<file path="config.mk">
export PLATFORM = sky130hd
export DESIGN_NAME = audio_sample_writer
export DESIGN_NICKNAME = d
export VERILOG_FILES = /design/src/rtl/audio_out_pkg.sv /design/src/rtl/audio_sample_fifo.sv /design/src/rtl/audio_sample_writer.sv
export SDC_FILE = /design/constraint.sdc
export NUM_CORES = 1
export LEC_CHECK = 0
export BUFFER_PORTS_ARGS = -buffer_cell sky130_fd_sc_hd__clkbuf_2
export CAP_MARGIN = 10
export CORE_UTILIZATION = 68
export CTS_BUF_LIST = sky130_fd_sc_hd__clkbuf_4 sky130_fd_sc_hd__clkbuf_8
export CTS_CLUSTER_DIAMETER = 100
export DETAILED_ROUTE_END_ITERATION = 12
export PLACE_DENSITY = 0.87
export RECOVER_POWER = 100
export SYNTH_ARGS = -nofsm -noshare
export SYNTH_HDL_FRONTEND = slang
export SYNTH_SLANG_ARGS = --single-unit
</file>
<file path="constraint.sdc">
create_clock -name clk -period 8.75 [get_ports clk]
set_input_delay 0.875 -clock clk [delete_from_list [all_inputs] [get_ports clk]]
set_output_delay 0.875 -clock clk [all_outputs]
set_load 0.02 [all_outputs]
</file>
<file path="src/rtl/audio_out_pkg.sv">
// audio_out_pkg: register map, bit positions and default widths for the audio sample writer
package audio_out_pkg;
  localparam int DATA_SIZE_DEF = 28;
  localparam logic [1:0] ADDR_DATA = 2'd0;
  localparam logic [1:0] ADDR_STATUS = 2'd1;
  localparam logic [1:0] ADDR_CONTROL = 2'd2;
  localparam int ST_EMPTY = 16;
  localparam int ST_FULL = 17;
  localparam int ST_UNDERRUN = 18;
  localparam int ST_OVERFLOW = 19;
  localparam int ST_IRQ_EN = 20;
  localparam int ST_ENABLE = 21;
  localparam int CT_ENABLE = 0;
  localparam int CT_IRQ_EN = 1;
  localparam int CT_FLUSH = 2;
  localparam int CT_CLR_UR = 3;
  localparam int CT_CLR_OV = 4;
endpackage

</file>
<file path="src/rtl/audio_sample_fifo.sv">
// audio_sample_fifo: show-ahead synchronous FIFO, flush has priority over push and pop
module audio_sample_fifo #(
  parameter int WIDTH = 28,
  parameter int DEPTH = 16
) (
  input  logic                         clk,
  input  logic                         rst,
  input  logic                         push,
  input  logic                         pop,
  input  logic                         flush,
  input  logic [WIDTH-1:0]             din,
  output logic [WIDTH-1:0]             head,
  output logic [$clog2(DEPTH+1)-1:0]   count,
  output logic                         empty,
  output logic                         full
);
  localparam int AW = $clog2(DEPTH);
  localparam int CW = $clog2(DEPTH+1);
  logic [WIDTH-1:0] r_mem [DEPTH];
  logic [AW-1:0] r_wr_ptr, r_rd_ptr;
  logic [CW-1:0] r_count;
  logic w_push, w_pop;
  assign empty = r_count == '0;
  assign full = r_count == CW'(DEPTH);
  assign count = r_count;
  assign head = r_mem[r_rd_ptr];
  assign w_pop = pop && !empty;
  // a full FIFO still accepts a write when the head leaves in the same cycle
  assign w_push = push && (!full || w_pop);
  always_ff @(posedge clk)
    if (w_push && !flush) r_mem[r_wr_ptr] <= din;
  always_ff @(posedge clk or posedge rst)
    if (rst) begin
      r_wr_ptr <= '0;
      r_rd_ptr <= '0;
      r_count <= '0;
    end else if (flush) begin
      r_wr_ptr <= '0;
      r_rd_ptr <= '0;
      r_count <= '0;
    end else begin
      if (w_push) r_wr_ptr <= r_wr_ptr + 1'b1;
      if (w_pop) r_rd_ptr <= r_rd_ptr + 1'b1;
      r_count <= r_count + CW'(w_push) - CW'(w_pop);
    end
endmodule

</file>
<file path="src/rtl/audio_sample_writer.sv">
// audio_sample_writer: Avalon-MM sample writes buffered into an Avalon-ST source with refill irq
module audio_sample_writer import audio_out_pkg::*; #(
  parameter int DATA_SIZE = DATA_SIZE_DEF,
  parameter int FIFO_DEPTH = 16,
  parameter int LOW_WATERMARK = 4
) (
  input  logic                 clk,
  input  logic                 rst,
  input  logic                 chipselect,
  input  logic [1:0]           address,
  input  logic                 read,
  input  logic                 write,
  input  logic [31:0]          writedata,
  output logic [31:0]          read_data,
  output logic                 source_valid,
  output logic [DATA_SIZE-1:0] source_data,
  input  logic                 source_ready,
  output logic                 irq
);
  localparam int CW = $clog2(FIFO_DEPTH+1);
  logic r_enable, r_irq_en, r_underrun, r_overflow;
  logic [31:0] r_read_data;
  logic w_data_wr, w_ctrl_wr, w_pop, w_flush, w_ur_set, w_ov_set, w_empty, w_full, w_unused;
  logic [DATA_SIZE-1:0] w_head;
  logic [CW-1:0] w_count;
  logic [31:0] w_status, w_rdata;
  assign w_data_wr = chipselect && write && address == ADDR_DATA;
  assign w_ctrl_wr = chipselect && write && address == ADDR_CONTROL;
  assign w_flush = w_ctrl_wr && writedata[CT_FLUSH];
  assign source_valid = r_enable && !w_empty;
  assign w_pop = source_valid && source_ready;
  assign w_ov_set = w_data_wr && w_full && !w_pop;
  assign w_ur_set = r_enable && w_empty && source_ready;
  assign source_data = source_valid ? w_head : '0;
  assign irq = r_irq_en && (w_count <= CW'(LOW_WATERMARK) || r_underrun);
  assign read_data = r_read_data;
  assign w_unused = ^writedata[31:DATA_SIZE];
  audio_sample_fifo #(.WIDTH(DATA_SIZE), .DEPTH(FIFO_DEPTH)) u_fifo (
    .clk(clk), .rst(rst), .push(w_data_wr), .pop(w_pop), .flush(w_flush),
    .din(writedata[DATA_SIZE-1:0]), .head(w_head), .count(w_count),
    .empty(w_empty), .full(w_full)
  );
  always_comb begin
    w_status = '0;
    w_status[15:0] = 16'(w_count);
    w_status[ST_EMPTY] = w_empty;
    w_status[ST_FULL] = w_full;
    w_status[ST_UNDERRUN] = r_underrun;
    w_status[ST_OVERFLOW] = r_overflow;
    w_status[ST_IRQ_EN] = r_irq_en;
    w_status[ST_ENABLE] = r_enable;
  end
  assign w_rdata = address == ADDR_STATUS ? w_status :
                   address == ADDR_CONTROL ? 32'({r_irq_en, r_enable}) : '0;
  // sticky flags: a same-cycle set beats the write-1-to-clear
  always_ff @(posedge clk or posedge rst)
    if (rst) begin
      r_enable <= 1'b0;
      r_irq_en <= 1'b0;
      r_underrun <= 1'b0;
      r_overflow <= 1'b0;
      r_read_data <= '0;
    end else begin
      if (chipselect && read) r_read_data <= w_rdata;
      if (w_ctrl_wr) begin
        r_enable <= writedata[CT_ENABLE];
        r_irq_en <= writedata[CT_IRQ_EN];
      end
      r_underrun <= w_ur_set || (r_underrun && !(w_ctrl_wr && writedata[CT_CLR_UR]));
      r_overflow <= w_ov_set || (r_overflow && !(w_ctrl_wr && writedata[CT_CLR_OV]));
    end
endmodule

</file>
==> metrics.txt, run 1 <==
Primary FF master, synth edfxtp_1; Power Density between 200 and 300 mW/mm^2; M2 GR Usage approximately 46%; DRT Pass-1 Iters 5; Post-Syn Instances slightly below 900; clock network fraction of total power 29.8%; gr busiest metal met2; number of fill cells in the layout 1379; Final #Nets 1064; Distinct cells, synth 52; CTS Buf Count 70; CTS sink cnt roughly 480; setup repair bufs after CTS 0; final period utilization between 60% and 70%; largest fanout on the critical path 71; Max Cap Viol 8; Util after Layout 76.17%; R2R Path Start u_fifo.count[2]; area grow syn2layout 9.820%; status finished, violations left; top cells by count, synth edfxtp_1 (448), mux4_2 (112), nand2_1 (43); Async SR Flop Fraction 5.882%; total wire length around 38 mm; Synth top area share a little under three quarters; maximum achievable frequency 0.1662 GHz; final worst slack 2.734 ns; slowest CP cell dfrtp_1; reg2reg setup slack about 3.8 ns; Static Leak 6.645 nW; Worst setup SP type register; met3 GRT Util 4.890%; Hold WS 0.4948 ns; top-count cell post-synth edfxtp_1; largest net degree at the start of global routing between 70 and 80; Switching Share 28.74%; clock-pin slew on the worst setup and hold paths 0.06 ns; hold endpoint read_data[0]; dpl ws ~4.9 ns; Hold WC Path Type register to register; number of global-route vias before repair ~9600; fin crit period 6.016 ns; peak supply drop 156.2 uV; sequential area share after synthesis 75.72%; maximum root-to-sink buffer count 3; critical path data required time 7.88 ns; switching power of the nets 0.001660 W; dpl hpwl 21.69 mm; post-route ant nets 0; Resize count post-CTS 0; worst slew pin tran 3.213 ns; WL per Instance 27.08 um; RSZ-0062 raised after global routing false; global-route wire length before repair 56.79 mm; routed via count 9379; reg2reg end u_fifo.r_mem[11][13]; failing checks max-capacitance violations, max-slew violations; GR met1 Demand/Resource 38.37%; fraction of power consumed by sequential logic 46.8%; DRC 0; Hold Path Stages 2; I/O Pins about 100; vias per cell 6.675; Iteration-0 DRC Markers 1136; Design Power 0.005776 W; standard-cell rows 60; crit path capture type output port; CTS H-Tree Depth 3; main area contributors after synthesis edfxtp_1 (72%), mux4_2 (13%), dfrtp_1 (3.7%), a22oi_1 (1.5%), a22oi_2 (1.3%); share of post-route cells with drive strength above 1 25.33%; Final setup viols 0; root buf cell clkbuf_8; GRT Total Usage between 20% and 30%; die area 0.02816 mm^2; combinational fraction of design power about a quarter; grt ovf 0; setup TNS 0 ns; Buffers on Ports 76; antenna violations before repair 2; routability cong. 0.7659; hold-fix buffers at CTS 0; die width 167.8 um; die height 167.8 um; FF-to-FF path depth 8; CTS tree done; synthesized flop and latch total 476; Yosys Warn Count 0; Clock Skews 0.02462 ns; Fin. Hold Viols 0; Starting Density 69.35%; core area ~0.027 mm^2; min-delay src read_data[0]; mapped cell area 0.01869 mm^2; cell-by-cell trace of the critical path buf_4 > mux4_2 > mux2_2 > nand3_1 > nand2_1 > clkbuf_1; P_int approximately 0.0041 W; CP peak stage delay 2.52 ns; leading area contributor after synthesis edfxtp_1; post-synthesis average cell area 21.39 um^2; fin. max-slew vios 217; Post-synth EDFFs 448; kind of critical path register to output port; Slew Limit Headroom -114.2%; Arrival @ worst endpoint 5.14 ns; later-pin clock latency in the skew report 0.60 ns
## critical path, delay by kind of cell (launching register included)
| family | cells | cell delay, ns |
|---|---|---|
| buffers and inverters | 2 | 1.01 |
| and+or+nand+nor | 2 | 0.14 |
| muxes | 2 | 0.86 |
| DFF | 1 | 2.52 |
## worst max-delay path by stage
stage | from | cells past startpoint | to | slack, ns
after floorplan | address[0] | 4 | u_fifo.r_mem[3][0] | 4.05
after global placement | u_fifo.r_rd_ptr[1] | 6 | source_data[26] | 4.91
after detailed placement | u_fifo.r_rd_ptr[1] | 6 | source_data[26] | 4.91
after CTS | u_fifo.r_rd_ptr[1] | 6 | source_data[26] | 4.30
after global routing | u_fifo.r_rd_ptr[1] | 6 | source_data[26] | 2.49
final | u_fifo.r_rd_ptr[1] | 6 | source_data[26] | 2.73
## placed cells by master, fill, tap and decap left out, types with 3 or more instances in the layout
master	count
clkinv_2	5
dfrtp_1	27
nor2_1	8
buf_4	7
a22oi_1	42
inv_1	15
mux4_2	112
clkbuf_1	91
nor2b_1	3
a22oi_2	15
nor3_1	10
nand3_1	6
clkbuf_4	30
a22o_1	7
clkbuf_2	12
xnor2_1	4
clkbuf_8	71
edfxtp_1	448
conb_1	21
inv_8	3
clkinv_1	11
nand2_1	44
clkinvlp_4	3
ha_1	12
a21oi_1	4
nor4_1	8
o21ai_0	8
## flip-flops by register name (all words and copies together), names as in the netlist, 4 cells and up
| signal | flops |
|---|---|
| u_fifo.r_rd_ptr | 4 |
| u_fifo.r_mem | 448 |
| u_fifo.count | 5 |
| u_fifo.r_wr_ptr | 4 |
| read_data | 11 |
## cell families (layout without fill, tap and decap cells)
| family | after synthesis | count (layout) | synth area share [%] |
|---|---|---|---|
| AO/OA/AOI/OAI | 85 | 85 | 3.883 |
| XOR/XNOR | 5 | 5 | 0.2343 |
| adder cells (fa/ha/maj) | 13 | 13 | 0.9104 |
| buffers and inverters | 83 | 251 | 2.704 |
| flip-flops | 476 | 476 | 75.72 |
| multiplexers | 116 | 116 | 13.73 |
| other | 1 | 23 | 0.02006 |
| AND/OR/NAND/NOR | 95 | 95 | 2.798 |
## stage by stage
step | instances | area [um^2]
finish | 1405 | 20530
global route | 1405 | 20530
CTS | 1403 | 20840
detailed placement | 1280 | 19490
global placement | 1280 | 19490
floorplan | 894 | 18770
## layer usage
| layer | wire, um | vias to the layer above |
|---|---|---|
| met5 | 0 | - |
| met4 | 896 | 0 |
| met3 | 3423 | 81 |
| met2 | 19600 | 579 |
| met1 | 14120 | 4847 |
| li1 | - | 3872 |
## layout make-up
class / count / area [um^2] / area share (%)
Sequential cell: 476 / 14160 / 68.97
Multi-Input combinational cell: 335 / 4065 / 19.80
Inverter: 18 / 67.56 / 0.3291
Timing Repair Buffer: 110 / 454.2 / 2.213
Tap cell: 341 / 426.7 / 2.079
Antenna cell: 2 / 5.005 / 0.02438
Clock inverter: 22 / 148.9 / 0.7253
Clock buffer: 101 / 1202 / 5.858
## power groups by stage
stage | sequential [W] | combinational [W] | clock, W
detailed placement | 0.00276 | 0.00137 | 0
finish | 0.00270 | 0.00135 | 0.00172
floorplan | 0.00264 | 0.00116 | 0
CTS | 0.00271 | 0.00138 | 0.00174
global placement | 0.00275 | 0.00133 | 0
global route | 0.00272 | 0.00146 | 0.00184
No activity file was read; power rests on OpenSTA's default activity.
==> inputs of run 2 (changes only) <==
--- a/config.mk
+++ b/config.mk
@@ -7,11 +7,11 @@
 export LEC_CHECK = 0
 export BUFFER_PORTS_ARGS = -buffer_cell sky130_fd_sc_hd__clkbuf_2
 export CAP_MARGIN = 10
-export CORE_UTILIZATION = 68
+export CORE_UTILIZATION = 63
 export CTS_BUF_LIST = sky130_fd_sc_hd__clkbuf_4 sky130_fd_sc_hd__clkbuf_8
 export CTS_CLUSTER_DIAMETER = 100
 export DETAILED_ROUTE_END_ITERATION = 12
-export PLACE_DENSITY = 0.87
+export PLACE_DENSITY = 0.82
 export RECOVER_POWER = 100
 export SYNTH_ARGS = -nofsm -noshare
 export SYNTH_HDL_FRONTEND = slang
==> constraint.sdc (replaced) <==
create_clock -name clk -period 6.2 [get_ports clk]
set_input_delay 0.62 -clock clk [delete_from_list [all_inputs] [get_ports clk]]
set_output_delay 0.62 -clock clk [all_outputs]
set_load 0.02 [all_outputs]
==> run 2 against run 1 <==
- the run still ends with max-capacitance violations, max-slew violations left
- clock skew up 0.0045 ns
- clock power up 48%
- worst hold slack worse by 0.15 ns
- largest cell class unchanged
- first-iteration DRC count down 8.8%
- via count down 3.0%
==> metrics.txt, run 2 (synthesis results as in run 1) <==
crit path capture type register; DRT Pass-1 Iters 5; Resize count post-CTS 0; final period utilization 78.19%; CTS H-Tree Depth 3; total wire length 36.19 mm; Final setup viols 0; max reg flops 448; die height 174.2 um; kind of critical path register to register; clock-pin slew on the worst setup and hold paths about 0.060 ns; setup TNS 0 ns; antenna violations before repair 0; Worst setup SP type register; Arrival @ worst endpoint between 5 and 6 ns; Static Leak about 6.7 nW; commonest non-fill, non-tap cell in the layout edfxtp_1; largest net degree at the start of global routing between 70 and 80; Slew Limit Headroom -43.64%; routed via count 9097; global-route wire length before repair 55.36 mm; area grow syn2layout 10.83%; Seq. cell area 0.01416 mm^2; Hold Path Stages 2; worst slew pin tran 2.138 ns; share of post-route cells with drive strength above 1 roughly 26%; Multi-input gate area 0.004075 mm^2; Final #Nets 1067; die area 0.03036 mm^2; min-delay src address[1]; hold-fix buffers at CTS 0; I/O Pins between 100 and 150; Starting Density 64.60%; fin. max-slew vios around 340; hold endpoint r_overflow; Clock Skews 0.02909 ns; core area about 0.029 mm^2; post-route ant nets 0; Iteration-0 DRC Markers approximately 1000; critical path data required time roughly 6.4 ns; Fin. Hold Viols 0; R2R Path Start u_fifo.count[2]; CTS sink cnt 476; most frequent cells in the layout edfxtp_1 (448), mux4_2 (112), clkbuf_1 (84); root buf cell clkbuf_8; grt ovf 0; CTS tree done; later-pin clock latency in the skew report 0.61 ns; most flop-heavy register u_fifo.r_mem; Power Density approximately 400 mW/mm^2; failing checks max-capacitance violations, max-slew violations; setup repair bufs after CTS 0; fin cells about 1500; RSZ-0062 raised after global routing false; die width between 150 and 200 um; GRT Total Usage 24.94%; status finished, violations left; maximum achievable frequency between 0.2 and 0.25 GHz; largest fanout on the critical path 17; peak supply drop 217.8 uV; routability cong. 0.8116; number of global-route vias before repair approximately 9600; WL per Instance 24.87 um; ant diodes 0; CTS Buf Count 74; DP Cell Count 1322; vias per cell 6.252; Hold WC Path Type primary input to register; maximum root-to-sink buffer count 3; number of fill cells in the layout 1695; Buffers on Ports 76; FF-to-FF path depth 8; reg2reg setup slack 1.35 ns; fin crit period between 4 and 5 ns; DRC 0; reg2reg end u_fifo.r_mem[14][21]; standard-cell rows 62; Max Cap Viol 16; dpl hpwl 20.11 mm
run 2: cell types whose count changed in the layout (fill, tap and decap cells not counted), sizes merged:
cell,before,now
diode,2,0
inv,20,19
clkinvlp,3,0
clkbuf,204,197
clkinv,16,34
buf,7,8
bufinv,1,2
run 2: power breakdown:
part | leakage [nW] | internal [W] | switching [W]
clock | 0.766 | 0.00136 | 0.00118
combinational | 1.57 | 0.000889 | 0.000936
sequential | 4.38 | 0.00360 | 0.000269
total | 6.72 | 0.00585 | 0.00239
run 2: worst max path at each step:
stage | start | end | cells past startpoint
6_report | u_fifo.count[2] | u_fifo.r_mem[14][21] | 8
4_1_cts | u_fifo.r_rd_ptr[0] | source_data[4] | 5
5_1_grt | u_fifo.count[2] | u_fifo.r_mem[14][19] | 8
3_5_place_dp | source_ready | u_fifo.r_mem[13][22] | 7
2_1_floorplan | u_fifo.count[2] | u_fifo.r_mem[3][0] | 6
3_3_place_gp | source_ready | u_fifo.r_mem[13][20] | 7
run 2: worst max-delay path: stages, from the launching register on:
cell and delay (ns):
dfrtp_1 0.39, inv_1 0.09, ha_1 0.21, nor3b_1 0.17
a311o_1 0.51, inv_1 0.28, nand2_1 0.24, nor3_1 1.55
clkbuf_1 1.00
run 2: through the flow:
stage / utilization, % / worst slack [ns] / total power [W] / area, um^2 / hold slack (ns)
finish: 71.59 / 1.352 / 0.008237 / 20720 / 0.3465
global route: 71.59 / 1.059 / 0.008572 / 20720 / 0.3444
CTS: 72.61 / 2.087 / 0.008360 / 21010 / 0.04914
detailed placement: 67.56 / 2.471 / 0.005829 / 19550 / 0.4693
global placement: 67.56 / 2.571 / 0.005781 / 19550 / 0.4677
floorplan: - / 1.740 / 0.005361 / 18770 / 0.4661
run 2: final cells by class:
type                            instances  area share, %
Tap cell                              384          2.319
Clock buffer                           96          5.744
Timing Repair Buffer                  109          2.283
Multi-Input combinational cell        335          19.67
Sequential cell                       476          68.35
Clock inverter                         37          1.311
Inverter                               18         0.3261
run 2: layer usage:
layer  track usage, %  part of all wire (%)
met1            33.49                    39
met5                0                     0
met3            3.937                   7.4
met2            42.33                    52
met4            8.224                   2.0
==> inputs of run 3 (changes only) <==
--- a/config.mk
+++ b/config.mk
@@ -7,11 +7,11 @@
 export LEC_CHECK = 0
 export BUFFER_PORTS_ARGS = -buffer_cell sky130_fd_sc_hd__clkbuf_2
 export CAP_MARGIN = 10
-export CORE_UTILIZATION = 63
+export CORE_UTILIZATION = 57
 export CTS_BUF_LIST = sky130_fd_sc_hd__clkbuf_4 sky130_fd_sc_hd__clkbuf_8
 export CTS_CLUSTER_DIAMETER = 100
 export DETAILED_ROUTE_END_ITERATION = 12
-export PLACE_DENSITY = 0.82
+export PLACE_DENSITY = 0.78
 export RECOVER_POWER = 100
 export SYNTH_ARGS = -nofsm -noshare
 export SYNTH_HDL_FRONTEND = slang
==> constraint.sdc (replaced) <==
create_clock -name clk -period 4 [get_ports clk]
set_input_delay 0.4 -clock clk [delete_from_list [all_inputs] [get_ports clk]]
set_output_delay 0.4 -clock clk [all_outputs]
set_load 0.02 [all_outputs]
==> run 3 against run 2 <==
- the run still ends with max-capacitance violations, max-slew violations left
- total power up 54%
- worst hold slack lost 0.23 ns
- clock-buffer cell count grew 3
- utilization is 6.3 points lower
- largest power group unchanged
- register-to-register slack got worse by 0.89 ns
- non-clock buffer count grew 10
- global-route usage is 1.6 points lower
- critical path depth fell by 1
- clock power increased by 49%
- critical endpoint is now u_fifo.r_mem[7][15]
- die area grew 10%
==> metrics.txt, run 3 (synthesis results as in run 1) <==
status finished, violations left; failing checks max-capacitance violations, max-slew violations; Static Leak 6.745 nW; combinational fraction of design power between 20% and 30%; dpl ws 0.6956 ns; Clock Skews 0.03124 ns; die height 183.1 um; GRT Total Usage 23.35%; vias per cell 5.975; largest fanout on the critical path 20; CTS H-Tree Depth 3; post-route ant nets 0; fin. max-slew vios 84; root buf cell clkbuf_8; FF-to-FF path depth 7; DRC 0; WL per Instance 24.79 um; CTS sink cnt 476; routed via count 9016; RSZ-0062 raised after global routing false; standard-cell rows between 60 and 70; I/O Pins around 100; Arrival @ worst endpoint roughly 3.7 ns; Slew Limit Headroom -22.29%; worst slew pin tran 1.834 ns; largest net degree at the start of global routing 46; most frequent cells in the layout edfxtp_1 (448), mux4_2 (112), clkbuf_1 (86); fin cells 1509; Multi-input gate area roughly 0.004 mm^2; Buffers on Ports 76; fin crit period 3.540 ns; most flop-heavy register u_fifo.r_mem; final period utilization 88.50%; maximum achievable frequency approximately 0.28 GHz; kind of critical path register to register; commonest non-fill, non-tap cell in the layout edfxtp_1; clock network fraction of total power 29.8%; maximum root-to-sink buffer count 3; Starting Density between 50% and 60%; Fin. Hold Viols 0; global-route wire length before repair 56.53 mm; fraction of power consumed by sequential logic 46.5%; share of post-route cells with drive strength above 1 between 20% and 30%; Design Power roughly 0.013 W; die area ~0.034 mm^2; grt ovf 0; number of global-route vias before repair 9495; peak supply drop slightly above 400 uV; Hold WC Path Type primary input to register; Max Cap Viol 4; dpl hpwl 20.47 mm; number of fill cells in the layout roughly 2100; Switching Share roughly 29%; DRT Pass-1 Iters 5; Power Density 609.8 mW/mm^2; Seq. cell area 0.01416 mm^2; die width 183.1 um; Worst setup SP type register; CTS tree done; Final setup viols 0; Resize count post-CTS 0; total wire length 37.42 mm; later-pin clock latency in the skew report 0.60 ns; routability cong. 0.7605; max reg flops 448; P_int 0.008980 W; CTS Buf Count 73; Final #Nets approximately 1100; final worst slack 0.4600 ns; Hold Path Stages 2; DP Cell Count between 1000 and 1500; area grow syn2layout 11.33%; crit path capture type register; clock-pin slew on the worst setup and hold paths around 0.06 ns; critical path data required time 4.17 ns; antenna violations before repair 1; core area ~0.032 mm^2; switching power of the nets around 0.0037 W; Iteration-0 DRC Markers 914
## run 3: layout make-up
type	count	share of cell area [%]
inverter	18	0.3247
multi-input combinational	335	19.63
timing repair buffer	119	2.826
antenna	1	0.01203
tap	435	2.616
clock buffer	99	5.766
clock inverter	26	0.7696
sequential	476	68.05
## run 3: layer usage
| metal | GRT usage [%] | vias up | part of all wire [%] |
|---|---|---|---|
| met5 | 0 | - | 0 |
| li1 | - | 3887 | - |
| met3 | 4.845 | 67 | 7.3 |
| met1 | 31.38 | 4671 | 39 |
| met4 | 7.967 | 0 | 2.3 |
| met2 | 38.56 | 391 | 51 |
## run 3: worst paths after layout
path | start | to | slack, ns
setup / recovery | u_fifo.count[2] | u_fifo.r_mem[7][15] | 0.46
max in group asynchronous | rst | u_fifo.r_rd_ptr[1] | 2.16
min in group asynchronous | rst | read_data[18] | 0.24
hold reg to reg | read_data[4] | read_data[4] | 0.49
setup reg to reg | u_fifo.count[2] | u_fifo.r_mem[7][15] | 0.46
hold / removal | source_ready | r_underrun | 0.12
## run 3: power groups by stage
stage | combinational [W] | sequential (W) | clock, W
floorplan | 0.00253 | 0.00578 | 0
global placement | 0.00306 | 0.00600 | 0
detailed placement | 0.00312 | 0.00602 | 0
CTS | 0.00313 | 0.00591 | 0.00385
global route | 0.00325 | 0.00593 | 0.00406
finish | 0.00300 | 0.00590 | 0.00378
## run 3: timing repair
action	4_1_cts	5_1_grt
hold endpoints to repair	0	18
setup endpoints to repair	0	0
hold buffers	0	1
setup buffers	0	0
## run 3: through the flow
stage / TNS [ns] / hold WS [ns] / utilization, % / cell area, um^2
after floorplan: -103.01 / 0.4654 / - / 18770
after global placement: 0 / 0.4672 / 61.86 / 19720
after detailed placement: 0 / 0.4745 / 61.86 / 19720
after CTS: 0 / 0.03494 / 66.13 / 21080
after global routing: 0 / 0.1150 / 65.27 / 20810
final: 0 / 0.1182 / 65.27 / 20810
## run 3: worst max-delay path, stage by stage (launching register included)
cell      delay [ns]
dfrtp_1         0.38
inv_1           0.08
ha_1            0.21
nor3b_1         0.16
a311o_1         0.37
clkbuf_1        0.24
nor4_1          0.31
clkbuf_1        1.36
